==> config.mk <==
export PLATFORM = sky130hd
export DESIGN_NAME = bounce_painter
export DESIGN_NICKNAME = d
export VERILOG_FILES = /design/src/rtl/bounce_painter.sv
export SDC_FILE = /design/constraint.sdc
export NUM_CORES = 1
export LEC_CHECK = 0
export ABC_AREA = 1
export BUFFER_PORTS_ARGS = -buffer_cell sky130_fd_sc_hd__buf_2
export CAP_MARGIN = 10
export CORE_ASPECT_RATIO = 0.6
export CORE_MARGIN = 2
export CORE_UTILIZATION = 57
export DETAILED_ROUTE_END_ITERATION = 8
export MAX_ROUTING_LAYER = met4
export PLACE_DENSITY_LB_ADDON = 0.12
export SETUP_SLACK_MARGIN = 0.4
export SYNTH_ARGS = -nofsm -noshare
export SYNTH_HDL_FRONTEND = slang
export SYNTH_SLANG_ARGS = --single-unit
export TNS_END_PERCENT = 10
==> constraint.sdc <==
create_clock -name clk_in -period 2.7 [get_ports clk_in]
set_input_delay 0.405 -clock clk_in [delete_from_list [all_inputs] [get_ports clk_in]]
set_output_delay 0.405 -clock clk_in [all_outputs]
set_load 0.05 [all_outputs]
==> src/rtl/bounce_painter.sv <==
// Bouncing square painter: configurable square over a background colour,
// moved once per frame and reflected off the screen edges.
module bounce_painter #(
    parameter int CORDW  = 10,
    parameter int COLRW  = 4,
    parameter int H_RES  = 640,
    parameter int V_RES  = 480,
    parameter int SIZE   = 200,
    parameter int SPEED  = 1,
    parameter int INIT_X = 220,
    parameter int INIT_Y = 140
) (
    input  logic               clk_in,
    input  logic               rst_in,
    input  logic [CORDW-1:0]   sx_in,
    input  logic [CORDW-1:0]   sy_in,
    input  logic               de_in,
    input  logic               frame_in,
    input  logic               move_en,
    input  logic [3*COLRW-1:0] fg_colr,
    input  logic [3*COLRW-1:0] bg_colr,
    output logic [CORDW-1:0]   sx_out,
    output logic [CORDW-1:0]   sy_out,
    output logic               de_out,
    output logic [7:0]         r_out,
    output logic [7:0]         g_out,
    output logic [7:0]         b_out
);

    localparam int W = CORDW + 1;

    localparam logic [W-1:0] SIZE_W  = W'(SIZE);
    localparam logic [W-1:0] SPEED_W = W'(SPEED);
    localparam logic [W-1:0] HRES_W  = W'(H_RES);
    localparam logic [W-1:0] VRES_W  = W'(V_RES);
    localparam logic [W-1:0] INITX_W = W'(INIT_X);
    localparam logic [W-1:0] INITY_W = W'(INIT_Y);

    typedef struct packed {
        logic [CORDW-1:0] sx;
        logic [CORDW-1:0] sy;
        logic             de;
        logic             hit;
    } s1_t;

    logic [W-1:0] qx, qy;
    logic         dir_x, dir_y;
    logic [W-1:0] qx_nx, qy_nx;
    logic         dir_x_nx, dir_y_nx;

    logic [W-1:0] sx_w, sy_w;
    logic         hit;
    s1_t          s1;

    logic [3*COLRW-1:0] colr_sel;

    // Bit replication: output bit 7-i takes channel bit (i mod COLRW) from the top.
    function automatic logic [7:0] expand(input logic [COLRW-1:0] c);
        logic [7:0] e;
        e = '0;
        for (int i = 0; i < 8; i++) begin
            e[7-i] = c[COLRW-1-(i%COLRW)];
        end
        return expand_ret(e);
    endfunction

    function automatic logic [7:0] expand_ret(input logic [7:0] e);
        return e;
    endfunction

    // One axis step: returns {dir, pos}; dir 0 moves toward the limit.
    function automatic logic [W:0] axis_step(
        input logic [W-1:0] q,
        input logic         dir,
        input logic [W-1:0] lim
    );
        logic [W-1:0] nq;
        logic         nd;
        nq = q;
        nd = dir;
        if (!dir) begin
            if (q + SIZE_W + SPEED_W > lim) begin
                nd = 1'b1;
                nq = q - SPEED_W;
            end else begin
                nq = q + SPEED_W;
            end
        end else begin
            if (q < SPEED_W) begin
                nd = 1'b0;
                nq = q + SPEED_W;
            end else begin
                nq = q - SPEED_W;
            end
        end
        return {nd, nq};
    endfunction

    always_comb begin
        qx_nx    = qx;
        qy_nx    = qy;
        dir_x_nx = dir_x;
        dir_y_nx = dir_y;
        {dir_x_nx, qx_nx} = axis_step(qx, dir_x, HRES_W);
        {dir_y_nx, qy_nx} = axis_step(qy, dir_y, VRES_W);
    end

    always_ff @(posedge clk_in) begin
        if (rst_in) begin
            qx    <= INITX_W;
            qy    <= INITY_W;
            dir_x <= 1'b0;
            dir_y <= 1'b0;
        end else if (frame_in && move_en) begin
            qx    <= qx_nx;
            qy    <= qy_nx;
            dir_x <= dir_x_nx;
            dir_y <= dir_y_nx;
        end
    end

    assign sx_w = {1'b0, sx_in};
    assign sy_w = {1'b0, sy_in};

    assign hit = (sx_w >= qx) && (sx_w < qx + SIZE_W) &&
                 (sy_w >= qy) && (sy_w < qy + SIZE_W);

    always_ff @(posedge clk_in) begin
        if (rst_in) begin
            s1 <= '0;
        end else begin
            s1.sx  <= sx_in;
            s1.sy  <= sy_in;
            s1.de  <= de_in;
            s1.hit <= hit;
        end
    end

    // Blanking forces black regardless of the selected colour.
    always_comb begin
        colr_sel = '0;
        if (s1.de) begin
            colr_sel = s1.hit ? fg_colr : bg_colr;
        end
    end

    always_ff @(posedge clk_in) begin
        if (rst_in) begin
            sx_out <= '0;
            sy_out <= '0;
            de_out <= 1'b0;
            r_out  <= '0;
            g_out  <= '0;
            b_out  <= '0;
        end else begin
            sx_out <= s1.sx;
            sy_out <= s1.sy;
            de_out <= s1.de;
            r_out  <= expand(colr_sel[3*COLRW-1 -: COLRW]);
            g_out  <= expand(colr_sel[2*COLRW-1 -: COLRW]);
            b_out  <= expand(colr_sel[COLRW-1:0]);
        end
    end

endmodule

---- Yosys cells after proc, flatten, opt, wreduce, memory -nomap -nowiden ----
Cells that the tools add are included.
storage, ports and cells
  register bits after elaboration ......... 91
  input port bits ......................... 49
  output and inout bits ................... 45
cells by class
  add/subtract/negate cells ............... 8
  order comparisons ....................... 8
  multiplexer cells ....................... 14
  reduce and logical (&&, ||, !) cells .... 4
operators by type and width
  kind                   number
  $mux 11                6
  $add 11x1->11 const B  4
  $mux 12                2
  $add 11x8->11 const B  2
  $ge 10x11->1           2
  $lt 10x11->1           2
  $lt 11x1->1 const B    2
  $sub 11x1->11 const B  2
  $gt 11x10->1 const B   1
  $gt 11x9->1 const B    1
  $mux 1                 6
  $logic_and 1x1->1      4

---- Logic depth before layout (Yosys ltp) ----
Gate-level depths: netlist (run 1).
  depth after elaboration ................. 5
  gate-level depth with buffers ........... 18
  mapped depth without buffers ............ 17

---- Worst setup path before layout (run 1) ----
OpenSTA, ideal clock, no wires.
  path kind ............................... reg-to-reg
  start point ............................. register qy[4]
  end point ............................... register s1[0] in the netlist's numbering
  arrival time ............................ 2.041 ns
  data required time ...................... 2.584 ns
  setup slack ............................. 0.543 ns
  cell stages (with the launch flop) ...... 15
  buffers on the path ..................... 1
  clock period less this slack ............ 2.157 ns
  cell sequence ........................... dfxtp_1 -> buf_4 -> inv_1 -> ha_1 -> inv_1 -> ha_1 -> or3b_2 -> o21ai_0 -> nand2_1 -> nand2_1 -> nand2_1 -> nand2_1 -> nand2_1 -> nand2_1 -> nor3_1
on the way
  cells in the longest elaborated chain, start to end .. 3
  elaborated cells on any way between the ends .. 5
  those cells by class .................... add/sub (1); order compare (2); reduce/logical (2)
RTL lines
  what                                                      RTL line  RTL
  start: declaration                                        46        logic [W-1:0] qx, qy;
  start signal: assignment                                  116       qy <= qy_nx;
  $add 11x8->11 / $ge 10x11->1 (equally long branches)      126       (sy_w >= qy) && (sy_w < qy + SIZE_W);
  $lt 10x11->1 / $logic_and 1x1->1 (equally long branches)  126, 125
  $logic_and 1x1->1 *                                       126
  end: declaration                                          53        s1_t s1;
Mark *: on every way between the ends. The rest lies on a longest branch, timed or not.
A chain may end at the register's enable or synchronous reset.

---- Final worst setup path (run 1) ----
  start point ............................. register qx[4]
  end point ............................... register qx[4]
on the way
  cells in the longest elaborated chain, start to end .. 5
  elaborated cells on any way between the ends .. 9
  those cells by class .................... add/sub (4); order compare (2); mux (3)
RTL lines
  what                      RTL line  RTL
  start: declaration        46
  start signal: assignment  115       qx <= qx_nx;
  $add 11x8->11             82        if (q + SIZE_W + SPEED_W > lim) begin
  $add 11x1->11             82
  $gt 11x10->1              82
  $mux 11                   82
  $mux 11 *                 81        if (!dir) begin
Marks and branches as above.

==> results of run 1 <==
-- timing repair --
| item | in CTS | in global routing |
|---|---|---|
| setup buffers | 2 | 12 |
| resized for setup | 10 | 31 |
| endpoints found under the setup margin | 23 | 23 |
| pin swaps | 1 | 6 |
| hold endpoints to repair | 0 | 0 |
| hold buffers | 0 | 0 |
-- cells in the mapped netlist, types with 2 or more instances --
cell type  count  area [um2]
a21o_1         2        15.0
a21oi_1       46         230
a22oi_1        2        15.0
buf_2          7        35.0
buf_4         16         120
buf_6          4        45.0
clkbuf_1      13        48.8
clkbuf_8       3        41.3
dfxtp_1       79        1580
ha_1          43         538
inv_1        115         432
inv_2         10        37.5
nand2_1      171         642
nand2_2       11        68.8
nand2_4        5        56.3
nand3_1       65         325
nand3_2        6        60.1
nand3b_1       4        30.0
nand4_1       18         113
nor2_1        92         345
nor2_2         3        18.8
nor2_4         3        33.8
nor3_1         6        30.0
nor4_1         4        25.0
o21a_1         2        15.0
o21ai_0       29         145
xnor2_1        2        17.5
xor2_1        22         193
-- worst max path at each step --
stage	from	end	slack [ns]	cells after the start
2_1_floorplan	qy[4]	s1[0]	0.54	14
5_1_grt	qx[3]	qx[7]	0.33	16
6_report	qx[4]	qx[4]	0.48	17
3_3_place_gp	qx[3]	s1[0]	0.23	15
4_1_cts	qy[3]	s1[0]	0.38	15
3_5_place_dp	qy[3]	s1[0]	0.15	15
-- worst max-delay path, stage by stage (launching register included) --
cell and delay, ns:
dfxtp_4 0.40, clkinvlp_4 0.14, ha_4 0.29, nand2_1 0.06, nor2_2 0.13, nand2_2 0.10, nor2_4 0.11, inv_1 0.05
nand2_1 0.06, nand2_1 0.07, nand2_1 0.08, nand2_1 0.10, nand2_4 0.11, nand2_4 0.11, nand3_4 0.11, nand2_1 0.08
nand2_1 0.06, nand2_1 0.04
-- placed cells by master (no fill, tap or decap), types with 2 or more instances in the layout --
cell type | netlist | layout
ha_4 | 0 | 4
nand3_4 | 1 | 2
nand3_1 | 65 | 64
nand4_1 | 18 | 18
clkbuf_16 | 0 | 9
xor2_1 | 22 | 21
o21a_1 | 2 | 2
buf_2 | 7 | 93
inv_6 | 0 | 2
xnor2_1 | 2 | 2
nand2_2 | 11 | 14
nor2_4 | 3 | 4
nor2_1 | 92 | 90
dfxtp_2 | 0 | 4
ha_1 | 43 | 38
nand2_4 | 5 | 6
nand3b_1 | 4 | 4
dfxtp_4 | 0 | 5
nor4_1 | 4 | 4
nor2_2 | 3 | 4
o21ai_2 | 0 | 2
nor3_1 | 6 | 5
nand3_2 | 6 | 6
o21ai_0 | 29 | 27
buf_4 | 16 | 20
dfxtp_1 | 79 | 70
inv_2 | 10 | 11
clkinvlp_4 | 0 | 3
a21oi_2 | 1 | 2
inv_1 | 115 | 113
nand2_1 | 171 | 167
a22oi_1 | 2 | 2
a21o_1 | 2 | 2
a21oi_1 | 46 | 45
-- metal layers --
layer	global-route usage	wire length, um	share of wire	up-vias
li1	-	-	-	2687
met1	0.407	6900	0.45	2484
met2	0.449	6440	0.42	286
met3	0.0771	1710	0.11	20
met4	0.0849	180	0.012	0
met5	-	0	0	-
-- report_power, final --
part | switching, mW | internal, mW
sequential | 0.0829 | 1.23
combinational | 0.637 | 0.344
clock | 0.527 | 0.728
-- kinds of logic (layout without fill, tap and decap cells) --
kind of cell / Yosys count / after routing / share of synthesized area
simple gates: 396 / 396 / 0.340
buf+inv: 170 / 256 / 0.141
compound gates: 90 / 90 / 0.0914
flops: 79 / 79 / 0.290
fa+ha+maj: 43 / 43 / 0.0988
xor+xnor: 24 / 24 / 0.0386
-- per-stage QoR --
step / power (mW) / area, um2 / instances
5_1_grt: 3.72 / 6390 / 1018
6_report: 3.55 / 6390 / 1018
3_3_place_gp: 2.19 / 5830 / 988
4_1_cts: 3.49 / 6170 / 1006
2_1_floorplan: 2.01 / 5450 / 802
3_5_place_dp: 2.22 / 5830 / 988
-- state kept, by name (all words and copies together), names as in the netlist, 4 cells and up --
signal  flops
b_out       4
sy_out     10
qy         11
sx_out     10
g_out       4
r_out       4
qx         11
s1         22
-- final cells by class --
type / count / area, um2
Multi-Input combinational cell: 553 / 3220
Fill cell: 788 / 2840
Sequential cell: 79 / 1610
Timing Repair Buffer: 113 / 616
Inverter: 127 / 483
Clock buffer: 9 / 225
Tap cell: 130 / 163
Clock inverter: 7 / 78.8
==> impl_metrics.prom, run 1 <==
# TYPE chip_impl_metric gauge
chip_impl_metric{name="antenna_cells_inserted",unit=""} 0
chip_impl_metric{name="grt-ovfl-total",unit=""} 0
chip_impl_info{name="rsz0062_at_grt",value="yes"} 1
chip_impl_metric{name="hpwlAfterDp",unit="um"} 11600
chip_impl_info{name="rr_startpoint",value="qx[4]"} 1
chip_impl_info{name="critPathLaunchType",value="flop"} 1
chip_impl_info{name="cts.root.buffer_cell",value="clkbuf_16"} 1
chip_impl_metric{name="clock_tree.buffer_depth",unit=""} 2
chip_impl_metric{name="clock_pin_transition_on_the_worst_setup_and_hold_timing_paths",unit="ns"} 0.06
chip_impl_metric{name="drtIter0Drc",unit=""} 473
chip_impl_metric{name="post_synth.cell_area_avg",unit="um2"} 6.79
chip_impl_metric{name="fin_ws",unit="ns"} 0.484
chip_impl_info{name="clock_tree_from_tritoncts",value="done"} 1
chip_impl_metric{name="core.rowCount",unit=""} 27
chip_impl_info{name="hp-start",value="de_in"} 1
chip_impl_metric{name="mappedNetlistArea",unit="mm2"} 0.00545
chip_impl_metric{name="vdd_drop_max",unit="V"} 0.000481
chip_impl_metric{name="synthesis.nets",unit=""} 894
chip_impl_info{name="endpoint_type_of_the_worst_setup_path",value="flop"} 1
chip_impl_metric{name="path_max_fanout",unit=""} 8
chip_impl_metric{name="design.die.area",unit="mm2"} 0.0104
chip_impl_metric{name="final_period_minus_worst_setup_slack",unit="ns"} 2.22
chip_impl_metric{name="worst_slew_pin_slew",unit="ns"} 0.555
chip_impl_metric{name="clk-insertion-delay-late",unit="ns"} 0.34
chip_impl_metric{name="netlist_instances",unit=""} 802
chip_impl_metric{name="worst_clock_skew",unit="ns"} 0.00797
chip_impl_metric{name="final_slew_viol_count",unit=""} 0
chip_impl_metric{name="initial_core_util",unit=""} 0.591
chip_impl_metric{name="io_buffer_count",unit=""} 93
chip_impl_metric{name="synth-async-reset-ratio",unit=""} 0
chip_impl_metric{name="grt_first_pass_wirelength",unit="um"} 23800
chip_impl_info{name="reg2reg_to",value="qx[4]"} 1
chip_impl_metric{name="power_leakage",unit="nW"} 3.31
chip_impl_metric{name="rr_worst_depth",unit=""} 17
chip_impl_metric{name="hold_worst_slack",unit="ns"} 0.284
chip_impl_info{name="min_path_type",value="in -> reg"} 1
chip_impl_metric{name="final_min_period_over_clock_period",unit=""} 0.821
chip_impl_metric{name="synth_edf_count",unit=""} 0
chip_impl_metric{name="ys.warnings.count",unit=""} 0
chip_impl_metric{name="drt_drc_violations_left",unit=""} 0
chip_impl_metric{name="slew_headroom",unit=""} 0.630
chip_impl_metric{name="ys_seq_area_frac",unit=""} 0.290
chip_impl_metric{name="grtUsageTotal",unit=""} 0.302
chip_impl_metric{name="final-hold-violation-count",unit=""} 0
chip_impl_metric{name="synth_seq_cells",unit=""} 79
chip_impl_metric{name="post_route_cells_drive_above_1_share",unit=""} 0.231
chip_impl_metric{name="fin_util",unit=""} 0.693
chip_impl_metric{name="postRouteAntennaNets",unit=""} 0
chip_impl_metric{name="synthDistinctLibCells",unit=""} 47
chip_impl_metric{name="grt_start_max_net_pins",unit=""} 54
chip_impl_metric{name="cts_inserted_buffers",unit=""} 9
chip_impl_metric{name="final-setup-viol-count",unit=""} 0
chip_impl_metric{name="setup-tns-final",unit="ns"} 0
chip_impl_info{name="outcome",value="finished, final reports clean"} 1
chip_impl_metric{name="cap_violations",unit=""} 0
chip_impl_metric{name="die_height",unit="um"} 79.7
chip_impl_metric{name="avgViaCountPerCell",unit=""} 5.38
chip_impl_metric{name="worst-endpoint-arrival",unit="ns"} 2.45
chip_impl_metric{name="required",unit="ns"} 2.93
chip_impl_metric{name="totalWireLength",unit="um"} 15200
chip_impl_metric{name="place.gp.congestion",unit=""} 1.03
chip_impl_metric{name="hold_depth",unit=""} 3
chip_impl_metric{name="htree_levels",unit=""} 3
chip_impl_info{name="synth-main-ff-cell",value="dfxtp_1"} 1
chip_impl_metric{name="r2r_setup_slack",unit="ns"} 0.48
chip_impl_metric{name="drt_pre_antenna_iters",unit=""} 5
chip_impl_metric{name="antenna_found_initial",unit=""} 0
chip_impl_metric{name="powerDensity",unit="mW/mm2"} 556
chip_impl_metric{name="dpl_worst_slack",unit="ns"} 0.148
chip_impl_metric{name="detailroute.via_count",unit=""} 5477
chip_impl_metric{name="finalNetCount",unit=""} 975
chip_impl_info{name="holdPathEnd",value="s1[1]"} 1
chip_impl_metric{name="die_w",unit="um"} 130
chip_impl_metric{name="clock_sinks",unit=""} 79
chip_impl_info{name="timing_worst_setup_path_type",value="reg -> reg"} 1
chip_impl_metric{name="max_freq",unit="MHz"} 451
chip_impl_metric{name="post_drt_wl_per_cell",unit="um"} 15.0
chip_impl_metric{name="synthToLayoutAreaGrowth",unit="%"} 17.3
chip_impl_metric{name="grt_pass1_vias",unit=""} 4986
chip_impl_metric{name="boundaryPins",unit=""} 94
chip_impl_metric{name="fp.coreArea",unit="mm2"} 0.00922
Note: power is estimated with default switching activity, not from simulation.
==> inputs of run 2 (changes only) <==
--- a/config.mk
+++ b/config.mk
@@ -5,12 +5,12 @@
 export SDC_FILE = /design/constraint.sdc
 export NUM_CORES = 1
 export LEC_CHECK = 0
-export ABC_AREA = 1
+export ABC_AREA = 0
 export BUFFER_PORTS_ARGS = -buffer_cell sky130_fd_sc_hd__buf_2
 export CAP_MARGIN = 10
 export CORE_ASPECT_RATIO = 0.6
 export CORE_MARGIN = 2
-export CORE_UTILIZATION = 57
+export CORE_UTILIZATION = 56
 export DETAILED_ROUTE_END_ITERATION = 8
 export MAX_ROUTING_LAYER = met4
 export PLACE_DENSITY_LB_ADDON = 0.12
==> constraint.sdc (replaced) <==
create_clock -name clk_in -period 2.15 [get_ports clk_in]
set_input_delay 0.3225 -clock clk_in [delete_from_list [all_inputs] [get_ports clk_in]]
set_output_delay 0.3225 -clock clk_in [all_outputs]
set_load 0.05 [all_outputs]
==> impl_metrics.prom, run 2 <==
# TYPE chip_impl_metric gauge
chip_impl_metric{name="fp.coreArea",unit="mm2"} 0.00801
chip_impl_metric{name="power_leakage",unit="nW"} 2.88
chip_impl_info{name="final_cell_mix",value="96 x buf_4, 93 x buf_2, 73 x dfxtp_1"} 1
chip_impl_metric{name="synth-compound-area-share",unit=""} 0.156
chip_impl_metric{name="cap_violations",unit=""} 0
chip_impl_info{name="synth.area.top_cells",value="dfxtp_1 34%, ha_1 11%, nor2b_1 5.9%"} 1
chip_impl_metric{name="hpwlAfterDp",unit="um"} 10600
chip_impl_info{name="clock_tree_from_tritoncts",value="done"} 1
chip_impl_metric{name="powerDensity",unit="mW/mm2"} 564
chip_impl_metric{name="grt_start_max_net_pins",unit=""} 28
chip_impl_metric{name="fin_util",unit=""} 0.797
chip_impl_metric{name="final-setup-viol-count",unit=""} 23
chip_impl_metric{name="ys.warnings.count",unit=""} 0
chip_impl_metric{name="drt_drc_violations_left",unit=""} 0
chip_impl_metric{name="design.die.area",unit="mm2"} 0.00915
chip_impl_metric{name="initial_core_util",unit=""} 0.586
chip_impl_metric{name="synthAdderAreaFrac",unit=""} 0.115
chip_impl_metric{name="final-hold-violation-count",unit=""} 0
chip_impl_metric{name="max_freq",unit="MHz"} 366
chip_impl_info{name="synthMostInstantiatedCell",value="dfxtp_1"} 1
chip_impl_metric{name="htree_levels",unit=""} 3
chip_impl_metric{name="slew_headroom",unit=""} 0.478
chip_impl_metric{name="grt-ovfl-total",unit=""} 0
chip_impl_metric{name="synth_simple_gate_area_frac",unit=""} 0.221
chip_impl_metric{name="grt_first_pass_wirelength",unit="um"} 22000
chip_impl_metric{name="detailroute.via_count",unit=""} 4665
chip_impl_metric{name="clock_pin_transition_on_the_worst_setup_and_hold_timing_paths",unit="ns"} 0.07
chip_impl_metric{name="sequential_cell_area",unit="mm2"} 0.00160
chip_impl_metric{name="post_route_cells_drive_above_1_share",unit=""} 0.358
chip_impl_metric{name="die_w",unit="um"} 122
chip_impl_metric{name="vdd_drop_max",unit="V"} 0.000436
chip_impl_metric{name="synth_seq_cells",unit=""} 79
chip_impl_metric{name="clk-insertion-delay-late",unit="ns"} 0.34
chip_impl_metric{name="drtIter0Drc",unit=""} 358
chip_impl_metric{name="grt_pass1_vias",unit=""} 4386
chip_impl_metric{name="yosys_top_cell_area_share",unit=""} 0.337
chip_impl_metric{name="synthesis.nets",unit=""} 642
chip_impl_info{name="top_regs",value="s1 (22), qx (11), qy (11)"} 1
chip_impl_metric{name="fin_ws",unit="ns"} -0.579
chip_impl_metric{name="antenna_found_initial",unit=""} 0
chip_impl_info{name="endpoint_type_of_the_worst_setup_path",value="flop"} 1
chip_impl_metric{name="flip_flop_count_of_the_largest_register_all_copies_and_words_added",unit=""} 22
chip_impl_metric{name="die_height",unit="um"} 74.9
chip_impl_metric{name="yosys-mux-area-fraction",unit=""} 0.0560
chip_impl_metric{name="drt_pre_antenna_iters",unit=""} 5
chip_impl_metric{name="core.rowCount",unit=""} 25
chip_impl_metric{name="place.gp.congestion",unit=""} 0.893
chip_impl_info{name="rsz0062_at_grt",value="yes"} 1
chip_impl_info{name="ys_top_cells_by_count",value="79 x dfxtp_1, 44 x nor2b_1, 43 x ha_1"} 1
chip_impl_metric{name="area_of_the_multi_input_gates",unit="mm2"} 0.00299
chip_impl_metric{name="synth-async-reset-ratio",unit=""} 0
chip_impl_info{name="final_common_cell",value="buf_4"} 1
chip_impl_info{name="cts.root.buffer_cell",value="clkbuf_16"} 1
chip_impl_metric{name="filler_cell_count",unit=""} 570
chip_impl_metric{name="cts_hold_repair.buffers",unit=""} 0
chip_impl_metric{name="final_slew_viol_count",unit=""} 0
chip_impl_metric{name="postRouteAntennaNets",unit=""} 0
chip_impl_metric{name="totalWireLength",unit="um"} 14500
chip_impl_metric{name="ys_seq_area_frac",unit=""} 0.337
chip_impl_metric{name="hold_worst_slack",unit="ns"} 0.213
chip_impl_info{name="outcome",value="complete, but fails checks"} 1
chip_impl_metric{name="worst-endpoint-arrival",unit="ns"} 2.99
chip_impl_info{name="timing_worst_setup_path_type",value="reg -> reg"} 1
chip_impl_metric{name="mappedNetlistArea",unit="mm2"} 0.00469
chip_impl_metric{name="netlist_instances",unit=""} 550
chip_impl_metric{name="clock_sinks",unit=""} 79
chip_impl_metric{name="final_min_period_over_clock_period",unit=""} 1.27
chip_impl_metric{name="avgViaCountPerCell",unit=""} 5.63
chip_impl_metric{name="boundaryPins",unit=""} 94
chip_impl_metric{name="post_synth.cell_area_avg",unit="um2"} 8.53
chip_impl_metric{name="clock_tree.buffer_depth",unit=""} 2
chip_impl_metric{name="io_buffer_count",unit=""} 93
chip_impl_info{name="min_path_type",value="in -> reg"} 1
chip_impl_info{name="synth-main-ff-cell",value="dfxtp_1"} 1
chip_impl_info{name="largest_register",value="s1"} 1
chip_impl_info{name="failed_checks",value="setup timing"} 1
chip_impl_metric{name="cts_inserted_buffers",unit=""} 9
chip_impl_metric{name="worst_clock_skew",unit="ns"} 0.00925
chip_impl_metric{name="required",unit="ns"} 2.42
chip_impl_metric{name="synthToLayoutAreaGrowth",unit="%"} 36.1
chip_impl_metric{name="finalNetCount",unit=""} 808
chip_impl_metric{name="post_drt_wl_per_cell",unit="um"} 17.5
chip_impl_metric{name="antenna_cells_inserted",unit=""} 0
chip_impl_metric{name="synthXorXnorAreaFrac",unit=""} 0.0411
chip_impl_info{name="critPathLaunchType",value="flop"} 1
chip_impl_info{name="post-synth-top-area-cell",value="dfxtp_1"} 1
chip_impl_metric{name="synthDistinctLibCells",unit=""} 55
chip_impl_metric{name="final_period_minus_worst_setup_slack",unit="ns"} 2.73
chip_impl_metric{name="path_max_fanout",unit=""} 5
chip_impl_metric{name="synth_edf_count",unit=""} 0
chip_impl_metric{name="grtUsageTotal",unit=""} 0.327
chip_impl_metric{name="worst_slew_pin_slew",unit="ns"} 0.782
chip_impl_info{name="synth_top_family_by_area",value="simple AND/OR/NAND/NOR gates"} 1
-- run 2: cells by family after synthesis --
group | after synthesis
adder cells (fa/ha/maj) | 43
XOR/XNOR | 22
AND/OR/NAND/NOR | 200
buffers and inverters | 72
AO/OA/AOI/OAI | 108
flip-flops | 79
multiplexers | 26
-- run 2: area by class of cell --
cell class | instances | area share
multi-input combinational | 401 | 0.469
sequential | 79 | 0.251
timing repair buffer | 193 | 0.194
clock buffer | 10 | 0.0375
tap | 108 | 0.0212
inverter | 32 | 0.0196
clock inverter | 6 | 0.00824
-- run 2: critical path, stage by stage (launching register included) --
cell      delay, ns
dfxtp_4        0.37
buf_6          0.13
a311oi_4       0.36
nor3_2         0.09
xnor2_1        0.16
or4_4          0.54
a21oi_4        0.18
o32a_4         0.26
mux2i_1        0.10
or3_1          0.34
a21oi_1        0.13
-- run 2: repair_timing --
item | CTS | global route
pin swaps | 22 | 12
endpoints found under the setup margin | 23 | 23
buffers inserted | 5 | 0
hold endpoints to repair | 0 | 0
cloned | 2 | 0
gates resized for setup | 27 | 22
-- run 2: worst paths after layout --
kind / cells after the start / to / startpoint / slack [ns]
setup / recovery: 10 / qx[8] / qx[3] / -0.58
hold / removal: 3 / g_out[4] / bg_colr[4] / 0.21
setup reg to reg: 10 / qx[8] / qx[3] / -0.58
hold reg to reg: 1 / sy_out[4] / s1[6] / 0.45
-- run 2: power by group --
group / internal [mW] / switching [mW] / total (mW)
Sequential: 1.51 / 0.0313 / 1.54
Combinational: 0.228 / 0.335 / 0.563
Clock: 0.832 / 0.659 / 1.49
-- run 2: per-layer routing --
metal / wire length [um] / share of wire / up-vias / GRT usage
met2: 6420 / 0.44 / 211 / 0.513
met3: 1360 / 0.094 / 7 / 0.0659
met4: 59 / 0.0041 / 0 / 0.0511
met5: 0 / 0 / - / -
met1: 6670 / 0.46 / 2189 / 0.449
li1: - / - / 2258 / -
-- run 2: stage by stage --
step | area [um2] | TNS, ns | cells | power, mW | setup slack [ns]
2_1_floorplan | 4790 | -9.35 | 550 | 1.92 | -0.611
3_3_place_gp | 5860 | -10.07 | 806 | 2.08 | -0.632
3_5_place_dp | 5860 | -11.13 | 806 | 2.11 | -0.661
4_1_cts | 6310 | -9.41 | 829 | 3.59 | -0.518
5_1_grt | 6380 | -12.58 | 829 | 3.70 | -0.667
6_report | 6380 | -10.23 | 829 | 3.60 | -0.579
